<file path="src/rtl/sramlike_axi_bridge_if.sv">
`default_nettype none
// ============================================================================
// Module      : sramlike_axi_bridge_if
// Description : Bundles the two sram-like core ports and the AXI master
//               channels seen by sramlike_axi_bridge. The master modport is
//               the bridge's view; the slave modport is the environment's
//               view (core plus memory system).
// Revision    : 1.0 - initial release
// ============================================================================
interface sramlike_axi_bridge_if;

  // instruction-side sram-like port
  logic        inst_sram_req;
  logic        inst_sram_wr;
  logic [1:0]  inst_sram_size;
  logic [3:0]  inst_sram_wstrb;
  logic [31:0] inst_sram_addr;
  logic [31:0] inst_sram_wdata;
  logic        inst_sram_addr_ok;
  logic        inst_sram_data_ok;
  logic [31:0] inst_sram_rdata;

  // data-side sram-like port
  logic        data_sram_req;
  logic        data_sram_wr;
  logic [1:0]  data_sram_size;
  logic [3:0]  data_sram_wstrb;
  logic [31:0] data_sram_addr;
  logic [31:0] data_sram_wdata;
  logic        data_sram_addr_ok;
  logic        data_sram_data_ok;
  logic [31:0] data_sram_rdata;

  // AXI read address / read data
  logic [3:0]  arid;
  logic [31:0] araddr;
  logic [2:0]  arsize;
  logic        arvalid;
  logic        arready;
  logic [3:0]  rid;
  logic [31:0] rdata;
  logic        rvalid;
  logic        rready;

  // AXI write address / write data / write response
  logic [31:0] awaddr;
  logic [2:0]  awsize;
  logic        awvalid;
  logic        awready;
  logic [31:0] wdata;
  logic [3:0]  wstrb;
  logic        wvalid;
  logic        wready;
  logic        bvalid;
  logic        bready;

  modport master (
    input  inst_sram_req, inst_sram_wr, inst_sram_size, inst_sram_wstrb,
           inst_sram_addr, inst_sram_wdata,
    output inst_sram_addr_ok, inst_sram_data_ok, inst_sram_rdata,
    input  data_sram_req, data_sram_wr, data_sram_size, data_sram_wstrb,
           data_sram_addr, data_sram_wdata,
    output data_sram_addr_ok, data_sram_data_ok, data_sram_rdata,
    output arid, araddr, arsize, arvalid,
    input  arready,
    input  rid, rdata, rvalid,
    output rready,
    output awaddr, awsize, awvalid,
    input  awready,
    output wdata, wstrb, wvalid,
    input  wready,
    input  bvalid,
    output bready
  );

  modport slave (
    output inst_sram_req, inst_sram_wr, inst_sram_size, inst_sram_wstrb,
           inst_sram_addr, inst_sram_wdata,
    input  inst_sram_addr_ok, inst_sram_data_ok, inst_sram_rdata,
    output data_sram_req, data_sram_wr, data_sram_size, data_sram_wstrb,
           data_sram_addr, data_sram_wdata,
    input  data_sram_addr_ok, data_sram_data_ok, data_sram_rdata,
    input  arid, araddr, arsize, arvalid,
    output arready,
    output rid, rdata, rvalid,
    input  rready,
    input  awaddr, awsize, awvalid,
    output awready,
    input  wdata, wstrb, wvalid,
    output wready,
    output bvalid,
    input  bready
  );

endinterface

`default_nettype wire

</file>
<file path="src/rtl/sramlike_axi_bridge.sv">
`default_nettype none
// ============================================================================
// Module      : sramlike_axi_bridge
// Description : Converts the core's instruction and data sram-like ports into
//               one AXI master. One read (AR/R) and one write (AW/W/B) may be
//               in flight; data reads and data writes are kept in order.
// Revision    : 1.0 - initial release
// ============================================================================
module sramlike_axi_bridge (
  input wire                    clk,
  input wire                    resetn,
  sramlike_axi_bridge_if.master bus
);

  localparam logic [3:0] ID_INST = 4'd0;
  localparam logic [3:0] ID_DATA = 4'd1;

  typedef enum logic [1:0] {
    R_IDLE = 2'd0,
    R_AR   = 2'd1,
    R_R    = 2'd2
  } rd_state_e;

  typedef enum logic [1:0] {
    W_IDLE = 2'd0,
    W_REQ  = 2'd1,
    W_B    = 2'd2
  } wr_state_e;

  // read channel state
  rd_state_e   rd_state_q, rd_state_d;
  logic [31:0] ar_addr_q, ar_addr_d;
  logic [1:0]  ar_size_q, ar_size_d;
  logic [3:0]  ar_id_q, ar_id_d;

  // write channel state
  wr_state_e   wr_state_q, wr_state_d;
  logic [31:0] aw_addr_q, aw_addr_d;
  logic [1:0]  aw_size_q, aw_size_d;
  logic [3:0]  wstrb_q, wstrb_d;
  logic [31:0] wdata_q, wdata_d;
  logic        aw_done_q, aw_done_d;
  logic        w_done_q, w_done_d;

  // request decode and completion events
  logic data_rd_req;
  logic data_wr_req;
  logic data_rd_inflight;
  logic data_rd_accept;
  logic inst_rd_accept;
  logic data_wr_accept;
  logic rd_done_inst;
  logic rd_done_data;
  logic wr_done;

  // The inst side never writes, so its write-only fields are not consumed.
  logic unused_inst_wr_fields;
  assign unused_inst_wr_fields = ^{bus.inst_sram_wr, bus.inst_sram_wstrb,
                                   bus.inst_sram_wdata};

  // Acceptance and completion decode shared by both FSMs and the outputs.
  always_comb begin
    data_rd_req      = bus.data_sram_req && !bus.data_sram_wr;
    data_wr_req      = bus.data_sram_req && bus.data_sram_wr;
    // A data read holding the read channel blocks later data writes.
    data_rd_inflight = (rd_state_q != R_IDLE) && (ar_id_q == ID_DATA);
    // Data reads wait for the write channel to drain so loads see prior stores.
    data_rd_accept   = (rd_state_q == R_IDLE) && data_rd_req && (wr_state_q == W_IDLE);
    // Inst fetch takes the read channel whenever no data read is taking it.
    inst_rd_accept   = (rd_state_q == R_IDLE) && bus.inst_sram_req && !data_rd_accept;
    data_wr_accept   = (wr_state_q == W_IDLE) && data_wr_req && !data_rd_inflight;
    rd_done_inst     = (rd_state_q == R_R) && bus.rvalid && (bus.rid == ID_INST);
    rd_done_data     = (rd_state_q == R_R) && bus.rvalid && (bus.rid == ID_DATA);
    wr_done          = (wr_state_q == W_B) && bus.bvalid;
  end

  // sram-like handshake outputs; read data passes straight through.
  assign bus.inst_sram_addr_ok = inst_rd_accept;
  assign bus.data_sram_addr_ok = data_rd_accept || data_wr_accept;
  assign bus.inst_sram_data_ok = rd_done_inst;
  // Ordering rules keep read and write completions on the data side disjoint.
  assign bus.data_sram_data_ok = rd_done_data || wr_done;
  assign bus.inst_sram_rdata   = bus.rdata;
  assign bus.data_sram_rdata   = bus.rdata;

  // AXI master outputs, all taken from registered state.
  assign bus.arid    = ar_id_q;
  assign bus.araddr  = ar_addr_q;
  assign bus.arsize  = {1'b0, ar_size_q};
  assign bus.arvalid = (rd_state_q == R_AR);
  assign bus.rready  = (rd_state_q == R_R);
  assign bus.awaddr  = aw_addr_q;
  assign bus.awsize  = {1'b0, aw_size_q};
  assign bus.awvalid = (wr_state_q == W_REQ) && !aw_done_q;
  assign bus.wdata   = wdata_q;
  assign bus.wstrb   = wstrb_q;
  assign bus.wvalid  = (wr_state_q == W_REQ) && !w_done_q;
  assign bus.bready  = (wr_state_q == W_B);

  // Read FSM next state: capture the winning request, then AR, then R.
  always_comb begin
    rd_state_d = rd_state_q;
    ar_addr_d  = ar_addr_q;
    ar_size_d  = ar_size_q;
    ar_id_d    = ar_id_q;
    case (rd_state_q)
      R_IDLE: begin
        if (data_rd_accept) begin
          ar_addr_d  = bus.data_sram_addr;
          ar_size_d  = bus.data_sram_size;
          ar_id_d    = ID_DATA;
          rd_state_d = R_AR;
        end else if (inst_rd_accept) begin
          ar_addr_d  = bus.inst_sram_addr;
          ar_size_d  = bus.inst_sram_size;
          ar_id_d    = ID_INST;
          rd_state_d = R_AR;
        end
      end
      R_AR: begin
        if (bus.arready) begin
          rd_state_d = R_R;
        end
      end
      R_R: begin
        if (bus.rvalid) begin
          rd_state_d = R_IDLE;
        end
      end
      default: rd_state_d = R_IDLE;
    endcase
  end

  // Write FSM next state: AW and W complete independently before B.
  always_comb begin
    wr_state_d = wr_state_q;
    aw_addr_d  = aw_addr_q;
    aw_size_d  = aw_size_q;
    wstrb_d    = wstrb_q;
    wdata_d    = wdata_q;
    aw_done_d  = aw_done_q;
    w_done_d   = w_done_q;
    case (wr_state_q)
      W_IDLE: begin
        if (data_wr_accept) begin
          aw_addr_d  = bus.data_sram_addr;
          aw_size_d  = bus.data_sram_size;
          wstrb_d    = bus.data_sram_wstrb;
          wdata_d    = bus.data_sram_wdata;
          aw_done_d  = 1'b0;
          w_done_d   = 1'b0;
          wr_state_d = W_REQ;
        end
      end
      W_REQ: begin
        if (!aw_done_q && bus.awready) begin
          aw_done_d = 1'b1;
        end
        if (!w_done_q && bus.wready) begin
          w_done_d = 1'b1;
        end
        if (aw_done_d && w_done_d) begin
          aw_done_d  = 1'b0;
          w_done_d   = 1'b0;
          wr_state_d = W_B;
        end
      end
      W_B: begin
        if (bus.bvalid) begin
          wr_state_d = W_IDLE;
        end
      end
      default: begin
        aw_done_d  = 1'b0;
        w_done_d   = 1'b0;
        wr_state_d = W_IDLE;
      end
    endcase
  end

  // State registers; reset abandons any in-flight transaction.
  always_ff @(posedge clk or negedge resetn) begin
    if (!resetn) begin
      rd_state_q <= R_IDLE;
      ar_addr_q  <= 32'd0;
      ar_size_q  <= 2'd0;
      ar_id_q    <= 4'd0;
      wr_state_q <= W_IDLE;
      aw_addr_q  <= 32'd0;
      aw_size_q  <= 2'd0;
      wstrb_q    <= 4'd0;
      wdata_q    <= 32'd0;
      aw_done_q  <= 1'b0;
      w_done_q   <= 1'b0;
    end else begin
      rd_state_q <= rd_state_d;
      ar_addr_q  <= ar_addr_d;
      ar_size_q  <= ar_size_d;
      ar_id_q    <= ar_id_d;
      wr_state_q <= wr_state_d;
      aw_addr_q  <= aw_addr_d;
      aw_size_q  <= aw_size_d;
      wstrb_q    <= wstrb_d;
      wdata_q    <= wdata_d;
      aw_done_q  <= aw_done_d;
      w_done_q   <= w_done_d;
    end
  end

endmodule

`default_nettype wire

</file>
<file path="src/flat_wrapper.sv">
// flat-port wrapper written by rule: the top's interface ports become plain ports
module sramlike_axi_bridge_flat 
  (clk, resetn, bus_inst_sram_req, bus_inst_sram_wr, bus_inst_sram_size, bus_inst_sram_wstrb, bus_inst_sram_addr, bus_inst_sram_wdata, bus_inst_sram_addr_ok, bus_inst_sram_data_ok, bus_inst_sram_rdata, bus_data_sram_req, bus_data_sram_wr, bus_data_sram_size, bus_data_sram_wstrb, bus_data_sram_addr, bus_data_sram_wdata, bus_data_sram_addr_ok, bus_data_sram_data_ok, bus_data_sram_rdata, bus_arid, bus_araddr, bus_arsize, bus_arvalid, bus_arready, bus_rid, bus_rdata, bus_rvalid, bus_rready, bus_awaddr, bus_awsize, bus_awvalid, bus_awready, bus_wdata, bus_wstrb, bus_wvalid, bus_wready, bus_bvalid, bus_bready);
  sramlike_axi_bridge_if bus_i ();
  input wire clk;
  input wire resetn;
  input wire logic [$bits(bus_i.inst_sram_req)-1:0] bus_inst_sram_req;
  input wire logic [$bits(bus_i.inst_sram_wr)-1:0] bus_inst_sram_wr;
  input wire logic [$bits(bus_i.inst_sram_size)-1:0] bus_inst_sram_size;
  input wire logic [$bits(bus_i.inst_sram_wstrb)-1:0] bus_inst_sram_wstrb;
  input wire logic [$bits(bus_i.inst_sram_addr)-1:0] bus_inst_sram_addr;
  input wire logic [$bits(bus_i.inst_sram_wdata)-1:0] bus_inst_sram_wdata;
  output wire logic [$bits(bus_i.inst_sram_addr_ok)-1:0] bus_inst_sram_addr_ok;
  output wire logic [$bits(bus_i.inst_sram_data_ok)-1:0] bus_inst_sram_data_ok;
  output wire logic [$bits(bus_i.inst_sram_rdata)-1:0] bus_inst_sram_rdata;
  input wire logic [$bits(bus_i.data_sram_req)-1:0] bus_data_sram_req;
  input wire logic [$bits(bus_i.data_sram_wr)-1:0] bus_data_sram_wr;
  input wire logic [$bits(bus_i.data_sram_size)-1:0] bus_data_sram_size;
  input wire logic [$bits(bus_i.data_sram_wstrb)-1:0] bus_data_sram_wstrb;
  input wire logic [$bits(bus_i.data_sram_addr)-1:0] bus_data_sram_addr;
  input wire logic [$bits(bus_i.data_sram_wdata)-1:0] bus_data_sram_wdata;
  output wire logic [$bits(bus_i.data_sram_addr_ok)-1:0] bus_data_sram_addr_ok;
  output wire logic [$bits(bus_i.data_sram_data_ok)-1:0] bus_data_sram_data_ok;
  output wire logic [$bits(bus_i.data_sram_rdata)-1:0] bus_data_sram_rdata;
  output wire logic [$bits(bus_i.arid)-1:0] bus_arid;
  output wire logic [$bits(bus_i.araddr)-1:0] bus_araddr;
  output wire logic [$bits(bus_i.arsize)-1:0] bus_arsize;
  output wire logic [$bits(bus_i.arvalid)-1:0] bus_arvalid;
  input wire logic [$bits(bus_i.arready)-1:0] bus_arready;
  input wire logic [$bits(bus_i.rid)-1:0] bus_rid;
  input wire logic [$bits(bus_i.rdata)-1:0] bus_rdata;
  input wire logic [$bits(bus_i.rvalid)-1:0] bus_rvalid;
  output wire logic [$bits(bus_i.rready)-1:0] bus_rready;
  output wire logic [$bits(bus_i.awaddr)-1:0] bus_awaddr;
  output wire logic [$bits(bus_i.awsize)-1:0] bus_awsize;
  output wire logic [$bits(bus_i.awvalid)-1:0] bus_awvalid;
  input wire logic [$bits(bus_i.awready)-1:0] bus_awready;
  output wire logic [$bits(bus_i.wdata)-1:0] bus_wdata;
  output wire logic [$bits(bus_i.wstrb)-1:0] bus_wstrb;
  output wire logic [$bits(bus_i.wvalid)-1:0] bus_wvalid;
  input wire logic [$bits(bus_i.wready)-1:0] bus_wready;
  input wire logic [$bits(bus_i.bvalid)-1:0] bus_bvalid;
  output wire logic [$bits(bus_i.bready)-1:0] bus_bready;
  assign bus_i.inst_sram_req = bus_inst_sram_req;
  assign bus_i.inst_sram_wr = bus_inst_sram_wr;
  assign bus_i.inst_sram_size = bus_inst_sram_size;
  assign bus_i.inst_sram_wstrb = bus_inst_sram_wstrb;
  assign bus_i.inst_sram_addr = bus_inst_sram_addr;
  assign bus_i.inst_sram_wdata = bus_inst_sram_wdata;
  assign bus_inst_sram_addr_ok = bus_i.inst_sram_addr_ok;
  assign bus_inst_sram_data_ok = bus_i.inst_sram_data_ok;
  assign bus_inst_sram_rdata = bus_i.inst_sram_rdata;
  assign bus_i.data_sram_req = bus_data_sram_req;
  assign bus_i.data_sram_wr = bus_data_sram_wr;
  assign bus_i.data_sram_size = bus_data_sram_size;
  assign bus_i.data_sram_wstrb = bus_data_sram_wstrb;
  assign bus_i.data_sram_addr = bus_data_sram_addr;
  assign bus_i.data_sram_wdata = bus_data_sram_wdata;
  assign bus_data_sram_addr_ok = bus_i.data_sram_addr_ok;
  assign bus_data_sram_data_ok = bus_i.data_sram_data_ok;
  assign bus_data_sram_rdata = bus_i.data_sram_rdata;
  assign bus_arid = bus_i.arid;
  assign bus_araddr = bus_i.araddr;
  assign bus_arsize = bus_i.arsize;
  assign bus_arvalid = bus_i.arvalid;
  assign bus_i.arready = bus_arready;
  assign bus_i.rid = bus_rid;
  assign bus_i.rdata = bus_rdata;
  assign bus_i.rvalid = bus_rvalid;
  assign bus_rready = bus_i.rready;
  assign bus_awaddr = bus_i.awaddr;
  assign bus_awsize = bus_i.awsize;
  assign bus_awvalid = bus_i.awvalid;
  assign bus_i.awready = bus_awready;
  assign bus_wdata = bus_i.wdata;
  assign bus_wstrb = bus_i.wstrb;
  assign bus_wvalid = bus_i.wvalid;
  assign bus_i.wready = bus_wready;
  assign bus_i.bvalid = bus_bvalid;
  assign bus_bready = bus_i.bready;
  sramlike_axi_bridge u_core (.clk(clk), .resetn(resetn), .bus(bus_i));
endmodule
</file>
<file path="config.mk">
export PLATFORM = sky130hd
export DESIGN_NAME = sramlike_axi_bridge_flat
export DESIGN_NICKNAME = d
export VERILOG_FILES = /design/src/rtl/sramlike_axi_bridge_if.sv /design/src/rtl/sramlike_axi_bridge.sv /design/src/flat_wrapper.sv
export SDC_FILE = /design/constraint.sdc
export NUM_CORES = 1
export LEC_CHECK = 0
export ABC_AREA = 1
export BUFFER_PORTS_ARGS = -buffer_cell sky130_fd_sc_hd__buf_2
export CAP_MARGIN = 20
export CORE_AREA = 2 2 145 147
export CTS_BUF_LIST = sky130_fd_sc_hd__clkbuf_8
export CTS_CLUSTER_DIAMETER = 150
export CTS_CLUSTER_SIZE = 30
export DETAILED_ROUTE_END_ITERATION = 10
export DIE_AREA = 0 0 147 149
export HOLD_SLACK_MARGIN = 0.1
export PLACE_DENSITY = 0.53
export SYNTH_ARGS = -nofsm -noshare
export SYNTH_HDL_FRONTEND = slang
export SYNTH_SLANG_ARGS = --single-unit
</file>
<file path="constraint.sdc">
create_clock -name clk -period 2.5 [get_ports clk]
set_clock_uncertainty 0.05 [all_clocks]
set_input_delay 0.5 -clock clk [delete_from_list [all_inputs] [get_ports clk]]
set_output_delay 0.5 -clock clk [all_outputs]
set_load 0.005 [all_outputs]
</file>
# Word level (Yosys, flattened, before mapping)
# Index checks and enable logic that the tools add are counted.
dict set report classes {
  n_mux 24
  bitwise_logic 1
  reduce_logical 35
  n_eq_ne 12
}
# op n
set op_table {}
lappend op_table {{32-bit 2-to-1 mux} 2}
lappend op_table {{1-bit logical AND} 18}
lappend op_table {{2-bit 2-to-1 mux} 9}
lappend op_table {{2-bit case mux with 3 select lines} 2}
lappend op_table {{4-bit by 1-bit == test with 1-bit output (second input constant)} 2}
lappend op_table {{4-bit 2-to-1 mux} 2}
lappend op_table {{1-bit 2-to-1 mux} 7}
lappend op_table {{2-bit != test (second input constant)} 3}
lappend op_table {{1-bit case mux with 3 select lines} 2}
lappend op_table {{2-bit AND reduction} 3}
lappend op_table {{3-bit AND reduction} 2}
lappend op_table {{1-bit logical NOT} 5}
lappend op_table {{2-bit by 1-bit == test with 1-bit output (second input constant)} 2}
lappend op_table {{2-bit == test (second input constant)} 2}
lappend op_table {{2-bit logical NOT} 2}
lappend op_table {{4-bit logical NOT} 1}
lappend op_table {{2-bit by 1-bit != test with 1-bit output (second input constant)} 2}
lappend op_table {{2-bit nonzero test} 2}
lappend op_table {{3-bit by 2-bit != test with 1-bit output (second input constant)} 1}
lappend op_table {{1-bit logical OR} 2}
lappend op_table {{1-bit NOT} 1}
dict set report word_totals {
  elab_cells 83
  register_bits 114
  inputBits 187
  out_inout_bits 183
}

# Depth between registers and ports, before layout
# Gate-level depths: netlist of run 1.
dict set report logic_depth {
  depth_word 9
  depth_mapped 9
  mapped_depth_nobuf 8
}

# Worst setup path before layout of run 1
# No wires, ideal clock.
dict set report synth_timing {
  path_kind {input port to output port}
  start {input port bus_data_sram_wr}
  end {output port bus_data_sram_addr_ok}
  t_required_ps 1950
  arrival_time_ps 1274
  path_buffers 2
  path_slack_ps 676
  cell_stages 6
  path_cell_list {nand2_1 nor2_4 nand2_2 buf_4 buf_2 nand2_1}
}
dict set report synth_between {
  elab_chain_cells 5
  elab_cells_between_ends 8
  cone_classes {reduce/logical (8)}
}
# item line
set synth_rtl {}
lappend synth_rtl {{start, declared} flat_wrapper.sv:17} ;# input wire logic [$bits(bus_i.data_sram_wr)-1:0] bus_data_sram_wr;
lappend synth_rtl {{1-bit logical NOT} sramlike_axi_bridge.sv:63} ;# data_rd_req = bus.data_sram_req && !bus.data_sram_wr;
lappend synth_rtl {{1-bit logical AND} sramlike_axi_bridge.sv:63}
lappend synth_rtl {{1-bit logical AND (2 in a row)} sramlike_axi_bridge.sv:68} ;# data_rd_accept = (rd_state_q == R_IDLE) && data_rd_req && (wr_state_q == W_IDLE);
lappend synth_rtl {{1-bit logical OR *} sramlike_axi_bridge.sv:79} ;# assign bus.data_sram_addr_ok = data_rd_accept || data_wr_accept;
lappend synth_rtl {{end, declared} flat_wrapper.sv:22} ;# output wire logic [$bits(bus_i.data_sram_addr_ok)-1:0] bus_data_sram_addr_ok;
# Mark *: on every way between the ends. The rest lies on a longest branch, timed or not.

# Worst setup path in the final report of run 1
dict set report layout_timing {
  start {register u_core.rd_state_q[1]}
  end {output port bus_data_sram_addr_ok}
}
dict set report layout_between {
  elab_chain_cells 5
  elab_cells_between_ends 8
  cone_classes {reduce/logical (8)}
}
# item line
set layout_rtl {}
lappend layout_rtl {{start, declared} sramlike_axi_bridge.sv:31} ;# rd_state_e rd_state_q, rd_state_d;
lappend layout_rtl {{start signal, assigned} sramlike_axi_bridge.sv:196} ;# rd_state_q <= rd_state_d;
lappend layout_rtl {{2-bit nonzero test} sramlike_axi_bridge.sv:66} ;# data_rd_inflight = (rd_state_q != R_IDLE) && (ar_id_q == ID_DATA);
lappend layout_rtl {{1-bit logical AND} sramlike_axi_bridge.sv:66}
lappend layout_rtl {{1-bit logical NOT} sramlike_axi_bridge.sv:71} ;# data_wr_accept = (wr_state_q == W_IDLE) && data_wr_req && !data_rd_inflight;
lappend layout_rtl {{1-bit logical AND} sramlike_axi_bridge.sv:71}
lappend layout_rtl {{1-bit logical OR *} sramlike_axi_bridge.sv:79}
# Marks and branches as above.

==> results of run 1 <==
==> metal layers <==
layer / part of all wire (%) / vias up / GRT usage [%]
li1: - / 2395 / -
met1: 44 / 2234 / 19.2
met2: 47 / 183 / 24.5
met3: 7.1 / 23 / 4.10
met4: 1.3 / 0 / 4.09
met5: 0 / - / 0
==> registers in the layout (all words and copies together), names as in the netlist, 2 cells and up <==
name / count
u_core.bus.araddr: 32
u_core.bus.awaddr: 32
u_core.bus.wdata: 32
u_core.bus.wstrb: 4
u_core.ar_size_q: 2
u_core.aw_size_q: 2
u_core.rd_state_q: 2
u_core.wr_state_q: 2
==> cells by family (layout without fill, tap and decap cells) <==
| family | Yosys count | after routing | synth area share (%) |
|---|---|---|---|
| other | 1 | 5 | 0.0675 |
| and+or+nand+nor | 357 | 357 | 28.3 |
| AOI/OAI and AO/OA | 38 | 38 | 3.70 |
| buffers and inverters | 184 | 340 | 17.9 |
| DFF | 111 | 111 | 50.0 |
==> final cells by class <==
| class | count | area (sq um) |
|---|---|---|
| Clock inverter | 5 | 35.0 |
| Timing Repair Buffer | 247 | 1310 |
| Multi-Input combinational cell | 400 | 1810 |
| Clock buffer | 9 | 124 |
| Sequential cell | 111 | 2780 |
| Inverter | 79 | 297 |
| Fill cell | 2232 | 13900 |
| Tap cell | 275 | 344 |
==> power groups by stage <==
stage | clock, W | combinational, W | sequential, W
floorplan | 0 | 0.00173 | 0.00317
global placement | 0 | 0.00324 | 0.00313
detailed placement | 0 | 0.00328 | 0.00313
CTS | 0.00106 | 0.00328 | 0.00312
global route | 0.00113 | 0.00368 | 0.00323
finish | 0.000992 | 0.00321 | 0.00311
==> stage by stage <==
stage / util [%] / power, W / hold WS, ns / instances / setup WS (ns)
2_1_floorplan: - / 0.00490 / 0.154 / 695 / 0.676
3_3_place_gp: 31.7 / 0.00637 / 0.400 / 1111 / 0.531
3_5_place_dp: 31.7 / 0.00641 / 0.404 / 1111 / 0.507
4_1_cts: 32.6 / 0.00746 / 0.220 / 1126 / 0.202
5_1_grt: 32.6 / 0.00803 / 0.226 / 1126 / 0.148
6_report: 32.6 / 0.00731 / 0.249 / 1126 / 0.310
==> cells in the final DEF, fill, tap and decap left out <==
cell type / Yosys / routed
buf_2: 9 / 230
nand2_1: 229 / 229
dfrtp_1: 111 / 111
inv_1: 78 / 78
nand3_1: 74 / 74
nand4_1: 34 / 34
o21ai_0: 26 / 26
buf_4: 72 / 14
nor2_1: 9 / 9
o21ai_1: 9 / 9
clkbuf_8: 0 / 9
conb_1: 1 / 5
nor2_4: 2 / 4
nor3_1: 2 / 2
nand2_4: 1 / 2
clkinv_2: 0 / 2
inv_6: 0 / 2
buf_12: 0 / 2
a31oi_1: 1 / 1
and3b_1: 1 / 1
o21ai_4: 1 / 1
nand3_4: 1 / 1
or2_2: 1 / 1
inv_2: 1 / 1
o31ai_1: 1 / 1
clkinvlp_4: 0 / 1
dlygate4sd3_1: 0 / 1
==> how the worst max path moves through the flow <==
stage          slack [ns]  cells after the start                    end            startpoint
3_5_place_dp         0.51                      7  u_core.bus.araddr[16]      bus_data_sram_wr
6_report             0.31                      4  bus_data_sram_addr_ok  u_core.rd_state_q[1]
4_1_cts              0.20                      4  bus_data_sram_addr_ok  u_core.rd_state_q[1]
5_1_grt              0.15                      4  bus_data_sram_addr_ok  u_core.rd_state_q[1]
3_3_place_gp         0.53                      7  u_core.bus.araddr[16]      bus_data_sram_wr
2_1_floorplan        0.68                      6  bus_data_sram_addr_ok      bus_data_sram_wr
==> results.toml, run 1 <==
[timing]
finalSetupViolations = 0
period_needed_ns = 2.19
final-hold-violation-count = 0
fmax_mhz = 457
rsz_0062_raised_after_global_routing = "no"
drv_slew = 0
tightestPinTransition_ns = 0.558
relSlewSlack_pct = 62.8
finalSetupTns_ns = 0
layout_worst_path_cycle_share_pct = 87.6

[drt]
drt_iter0_markers = 200
totalWireLength_um = 16100
vias_per_cell = 4.29
detail_route.first_pass.iterations = 7
drc = 0
dr_total_vias = 4835
wl_per_cell_um = 14.3
drt.antenna.violating_nets = 0

[pwr]
p_int_w = 0.00426
power_frac_seq_pct = 42.5
power_frac_comb_pct = 43.9
clock_power_share_pct = 13.6
switchingPower_w = 0.00306
p_per_area_nw_per_um2 = 1090
vdd.ir_drop.worst_mv = 0.422
switching_share_pct = 41.8
leakage_nw = 3.97

[setup_path]
worst_ep_required_time_ns = 1.95
crit_path_end_kind = "primary output"
r2r_setup_slack_ns = 0.62
setup.worst_path.class = "reg -> out"
timing.critical_path.buf_inv = 1
start_kind = "flop"
slowest_delay_ns = 0.48
crit-reg2reg-launch = "u_core.rd_state_q[1]"
crit_slowest_cell = "dfrtp_1"
critical_path.cell_chain = "nor2_4, nand3_4, nand2_1, buf_2"
rr_endpoint = "u_core.bus.araddr[16]"
crit_family = "simple AND/OR/NAND/NOR gates"
worstRegToRegCells = 6
crit_path_max_fanout = 15
crit_arrival_ns = 1.64

[clock_network]
cts.htree.levels = 3
postCtsHoldBufs = 1
cts.reportedPaths.clkPinSlew_ns = 0.11
cts-buffers-inserted = 9
cts_resized = 0
clockBufferDepth = 2
cts_num_sinks = 111
clock_tree_from_tritoncts = "yes"
post-cts-setup-buffer-count = 0
clk_latency_ns = 0.38
buffer_cell_driving_the_clock_tree_root = "clkbuf_8"

[cells_and_area]
diodes = 0
final_cell_area_excluding_filler_cells_sq_um = 6690
layout-drive-gt1-share_pct = 31.7
flow.area_growth_from_synthesis_pct = 20.5
layout_nets = 1035

[hold_path]
min_delay_path_depth = 2
min_path_type = "in -> reg"
min_from = "bus_arready"
hold_path_end = "u_core.rd_state_q[0]"

[die]
fp.dieArea_sq_um = 21900
core_region_area_sq_um = 20600
top_level_ports = 370
chipWidth_um = 147
fp-row-count = 53
fp.dieH_um = 149
start_util_pct = 27.0

[synthesis]
synthDistinctLibCells = 25
synth_area_sq_um = 5550
post_synthesis_register_bit_count = 111
synth_async_sr_flop_share_pct = 100
synth.avg_cell_area_sq_um = 8.04
synthMostInstantiatedCell = "nand2_1"
synth_top_cells_by_count = "nand2_1 (229), dfrtp_1 (111), inv_1 (78), nand3_1 (74), buf_4 (72)"
ys_warn_count = 0
synth_edf_count = 0
synth.top_cell.area_share_pct = 50.0
seq_area_frac_synth_pct = 50.0
synthDominantAreaCellType = "dfrtp_1"
syn-instance-count = 691
synthTopCellsByArea = "dfrtp_1 (50%), nand2_1 (15%), buf_4 (9.7%), nand3_1 (6.7%), inv_1 (5.3%)"
synth_flop_cell = "dfrtp_1"

[place]
gp_routability_congestion = 0.780
numPortBuffers = 231
hpwlAfterDp_um = 11400
place_area_sq_um = 6530

[global_routing]
grt_util_all_layers_pct = 14.8
grt_first_pass_wirelength_um = 25600
initial_antenna_violation_count = 0
grt_pass1_vias = 4738
globalRouteOverflowTotal = 0
grt_start_max_net_pins = 60

[run_status]
status = "finished clean"

[run]
drv.max_cap_violation_count = 0
(Power assumes the default switching activity.)
==> inputs of run 2 (changes only) <==
--- a/config.mk
+++ b/config.mk
@@ -10,3 +10,3 @@
 export CAP_MARGIN = 20
-export CORE_AREA = 2 2 145 147
+export CORE_AREA = 4 4 143 145
 export CTS_BUF_LIST = sky130_fd_sc_hd__clkbuf_8
@@ -17,3 +17,3 @@
 export HOLD_SLACK_MARGIN = 0.1
-export PLACE_DENSITY = 0.53
+export PLACE_DENSITY = 0.56
 export SYNTH_ARGS = -nofsm -noshare
--- a/constraint.sdc
+++ b/constraint.sdc
@@ -4,2 +4,2 @@
 set_output_delay 0.5 -clock clk [all_outputs]
-set_load 0.005 [all_outputs]
+set_load 0.1 [all_outputs]
==> results.toml, run 2 (synthesized netlist as in run 1, its figures left out) <==
[clock_network]
cts.reportedPaths.clkPinSlew_ns = 0.11
cts-buffers-inserted = 9
cts.htree.levels = 3
clk_latency_ns = 0.38
post-cts-setup-buffer-count = 0
cts_num_sinks = 111
buffer_cell_driving_the_clock_tree_root = "clkbuf_8"
clockBufferDepth = 2
clock_tree_from_tritoncts = "yes"

[cells_and_area]
layout_nets = 1032
diodes = 0
flow.area_growth_from_synthesis_pct = 21.4
final_core_utilization_pct = 35.1
layout.filler_cells = 2044
layout.cells.most_common_list = "nand2_1 (229), buf_2 (226), dfrtp_1 (110)"
layout-drive-gt1-share_pct = 31.9
final-instance-count-excl-fill = 1115
final_common_cell = "nand2_1"

[die]
fp-row-count = 51
start_util_pct = 28.9
fp.dieArea_sq_um = 21900
core_region_area_sq_um = 19200
top_level_ports = 370
chipWidth_um = 147
fp.dieH_um = 149

[place]
dp_cells = 1099
gp_routability_congestion = 0.753
hpwlAfterDp_um = 11000
numPortBuffers = 231

[setup_path]
worst_ep_required_time_ns = 1.95
crit_arrival_ns = 1.71
crit_slowest_cell = "dfrtp_1"
start_kind = "flop"
critical_path.cell_chain = "inv_1, nor3_1, and3b_1, clkbuf_4"
crit_path_max_fanout = 5
crit_path_end_kind = "primary output"
setup.worst_path.class = "reg -> out"
slowest_delay_ns = 0.50

[drt]
detail_route.first_pass.iterations = 8
totalWireLength_um = 16000
dr_total_vias = 4855
drt_iter0_markers = 175
wl_per_cell_um = 14.4
drt.antenna.violating_nets = 0
vias_per_cell = 4.35
drc = 0

[global_routing]
grt_util_all_layers_pct = 14.4
globalRouteOverflowTotal = 0
initial_antenna_violation_count = 0
grt_first_pass_wirelength_um = 25400
grt_pass1_vias = 4755
grt_start_max_net_pins = 112

[timing]
finalSetupTns_ns = 0
rsz_0062_raised_after_global_routing = "no"
final-hold-violation-count = 0
relSlewSlack_pct = 53.7
tightestPinTransition_ns = 0.694
drv_slew = 0
period_needed_ns = 2.26
finalSetupViolations = 0
fmax_mhz = 442
layout_worst_path_cycle_share_pct = 90.4

[hold_path]
min_path_type = "in -> async"

[run]
drv.max_cap_violation_count = 0

[run_status]
status = "finished clean"
==> run 2: cell types whose count changed in the layout (fill, tap and decap cells not counted), sizes merged <==
cell and change:
buf -4, clkbuf +4, clkinv -1, clkinvlp -1, dlygate4sd3 -1, inv +2
==> run 2: area by class of cell <==
type | count | area (sq um) | area share (%)
tap | 265 | 332 | 4.92
multi-input combinational | 400 | 1820 | 26.9
clock buffer | 11 | 151 | 2.25
sequential | 111 | 2780 | 41.2
timing repair buffer | 244 | 1330 | 19.7
inverter | 79 | 297 | 4.40
clock inverter | 5 | 38.8 | 0.575
==> run 2: metrics by stage <==
stage / setup WS [ns] / hold WS (ns) / instance area, sq um
6_report: 0.240 / 0.0838 / 6740
5_1_grt: 0.0867 / 0.156 / 6740
4_1_cts: 0.118 / 0.146 / 6740
3_5_place_dp: 0.519 / 0.403 / 6550
3_3_place_gp: 0.545 / 0.400 / 6550
2_1_floorplan: 0.0368 / 0.154 / 5580
==> run 2: timing repair <==
action | 4_1_cts | 5_1_grt
resized for setup | 0 | 2
endpoints found under the setup margin | 0 | 2
hold buffers | 0 | 0
==> run 2: final timing paths <==
path | depth (start not counted) | start | slack (ns) | end
hold / removal | 2 | resetn | 0.08 | u_core.bus.awaddr[21]
max in group asynchronous | 2 | resetn | 1.73 | u_core.bus.awaddr[23]
setup / recovery | 4 | u_core.rd_state_q[1] | 0.24 | bus_inst_sram_data_ok
hold reg to reg | 2 | u_core.bus.wdata[9] | 0.43 | u_core.bus.wdata[9]
setup reg to reg | 7 | u_core.rd_state_q[1] | 0.71 | u_core.bus.araddr[27]
min in group clk | 2 | bus_arready | 0.27 | u_core.rd_state_q[0]
==> run 2: per-layer routing <==
layer	vias up	share of wire, %	global-route usage, %	wire length (um)
met1	2235	43	18.5	6940
met4	0	1.8	4.24	286
met2	195	46	23.3	7420
met5	-	0	0	0
li1	2396	-	-	-
met3	29	8.6	4.50	1380
==> run 2: critical path: cells and delay by family, from the launching register on <==
| family | cells | cell delay [ns] |
|---|---|---|
| and+or+nand+nor | 2 | 0.40 |
| DFF | 1 | 0.50 |
| buffers and inverters | 2 | 0.44 |
Power of run 2 is left out: the tool's default activity adds up to more than one toggle a clock period on the data nets, which glitch-free logic cannot reach.
==> inputs of run 3 (changes only) <==
Settings changed: PLACE_DENSITY 0.56 to not set, PLACE_DENSITY_LB_ADDON set to 0.15.
==> results.toml, run 3 (synthesized netlist as in run 1, its figures left out) <==
[global_routing]
initial_antenna_violation_count = 3
grt_pass1_vias = 4853
grt_util_all_layers_pct = 15.0
grt_first_pass_wirelength_um = 26200
grt_start_max_net_pins = 107
globalRouteOverflowTotal = 0

[setup_path]
crit-reg2reg-launch = "u_core.rd_state_q[1]"
worst-path-stages = 5
rr_endpoint = "u_core.ar_size_q[1]"
start_kind = "flop"
crit_slowest_cell = "dfrtp_1"
worst_ep_required_time_ns = 1.95
setup.worst_path.class = "reg -> out"
r2r_setup_slack_ns = 0.58
crit_path_end_kind = "primary output"
worstRegToRegCells = 7
crit_arrival_ns = 1.79
timing.critical_path.buf_inv = 2
slowest_delay_ns = 0.51
crit_path_max_fanout = 5
timing.critical_path.from = "u_core.rd_state_q[1]"
crit_family = "buffers and inverters"
critical_path.cell_chain = "inv_1, nor3_1, nand3_1, nand2_1, buf_2"

[clock_network]
cts.reportedPaths.clkPinSlew_ns = 0.11
buffer_cell_driving_the_clock_tree_root = "clkbuf_8"
cts_num_sinks = 111
clock_tree_from_tritoncts = "yes"
clk_latency_ns = 0.38
clockBufferDepth = 2
cts-buffers-inserted = 9
cts.htree.levels = 3

[timing]
finalSetupViolations = 0
final-hold-violation-count = 0
period_needed_ns = 2.34
final.hold.worst_slack_ns = 0.249
tightestPinTransition_ns = 0.536
drv_slew = 0
fmax_mhz = 427
relSlewSlack_pct = 64.5
layout_worst_path_cycle_share_pct = 93.8
rsz_0062_raised_after_global_routing = "no"
finalSetupTns_ns = 0

[drt]
drt_iter0_markers = 229
drt.antenna.violating_nets = 0
vias_per_cell = 4.31
dr_total_vias = 4813
totalWireLength_um = 16800
wl_per_cell_um = 15.0
detail_route.first_pass.iterations = 4
drc = 0

[die]
top_level_ports = 370
start_util_pct = 28.9
fp.dieH_um = 149
chipWidth_um = 147
core_region_area_sq_um = 19200
fp-row-count = 51
fp.dieArea_sq_um = 21900

[place]
hpwlAfterDp_um = 12000
numPortBuffers = 231
gp_routability_congestion = 0.731

[hold_path]
min_from = "bus_arready"
min_delay_path_depth = 2
hold_path_end = "u_core.rd_state_q[0]"
min_path_type = "in -> reg"

[cells_and_area]
flow.area_growth_from_synthesis_pct = 21.9
final_common_cell = "nand2_1"
layout.filler_cells = 2089
layout_nets = 1034
layout.cells.most_common_list = "nand2_1 (229), buf_2 (227), dfrtp_1 (110)"
layout-drive-gt1-share_pct = 31.8

[run_status]
status = "finished clean"

[run]
drv.max_cap_violation_count = 0
-- run 3: per-stage QoR --
| step | area [sq um] | cells | utilization (%) | setup slack, ns |
|---|---|---|---|---|
| global route | 6770 | 1117 | 35.2 | 0.0255 |
| global placement | 6560 | 1100 | 34.1 | 0.408 |
| CTS | 6770 | 1117 | 35.2 | 0.0887 |
| finish | 6770 | 1118 | 35.2 | 0.156 |
| floorplan | 5580 | 695 | - | 0.0368 |
| detailed placement | 6560 | 1100 | 34.1 | 0.391 |
-- run 3: how the worst max path moves through the flow --
stage and to:
6_report bus_data_sram_data_ok, 5_1_grt bus_data_sram_data_ok, 4_1_cts bus_inst_sram_data_ok, 3_5_place_dp u_core.bus.araddr[1]
3_3_place_gp u_core.bus.araddr[3], 2_1_floorplan bus_data_sram_addr_ok
-- run 3: per-layer routing --
layer	share of wire (%)	track usage [%]	vias up
li1	-	-	2403
met1	44	19.2	2184
met2	44	23.6	194
met3	9.6	5.80	26
met4	1.5	4.80	6
met5	0.13	0	-
-- run 3: area by class of cell --
type	count	area (sq um)	share of cell area, %
timing repair buffer	246	1340	19.8
inverter	79	297	4.38
tap	265	332	4.90
clock buffer	10	138	2.03
sequential	111	2780	41.0
antenna	1	2.50	0.0370
clock inverter	6	62.6	0.924
multi-input combinational	400	1820	26.8
-- run 3: worst register-to-register path, cell delays in order (launching register included) --
cell,delay [ns]
dfrtp_1,0.48
nor2_4,0.22
nand3_4,0.25
nand2_4,0.26
inv_2,0.15
buf_4,0.25
nand2_1,0.10
nand2_1,0.05
-- run 3: timing repair --
item / CTS / global route
hold buffers: 1 / 0
buffers inserted: 0 / 0
endpoints found under the hold margin: 99 / 0
endpoints found under the setup margin: 0 / 1
resized for setup: 0 / 1
Power of run 3 is left out for the same reason.
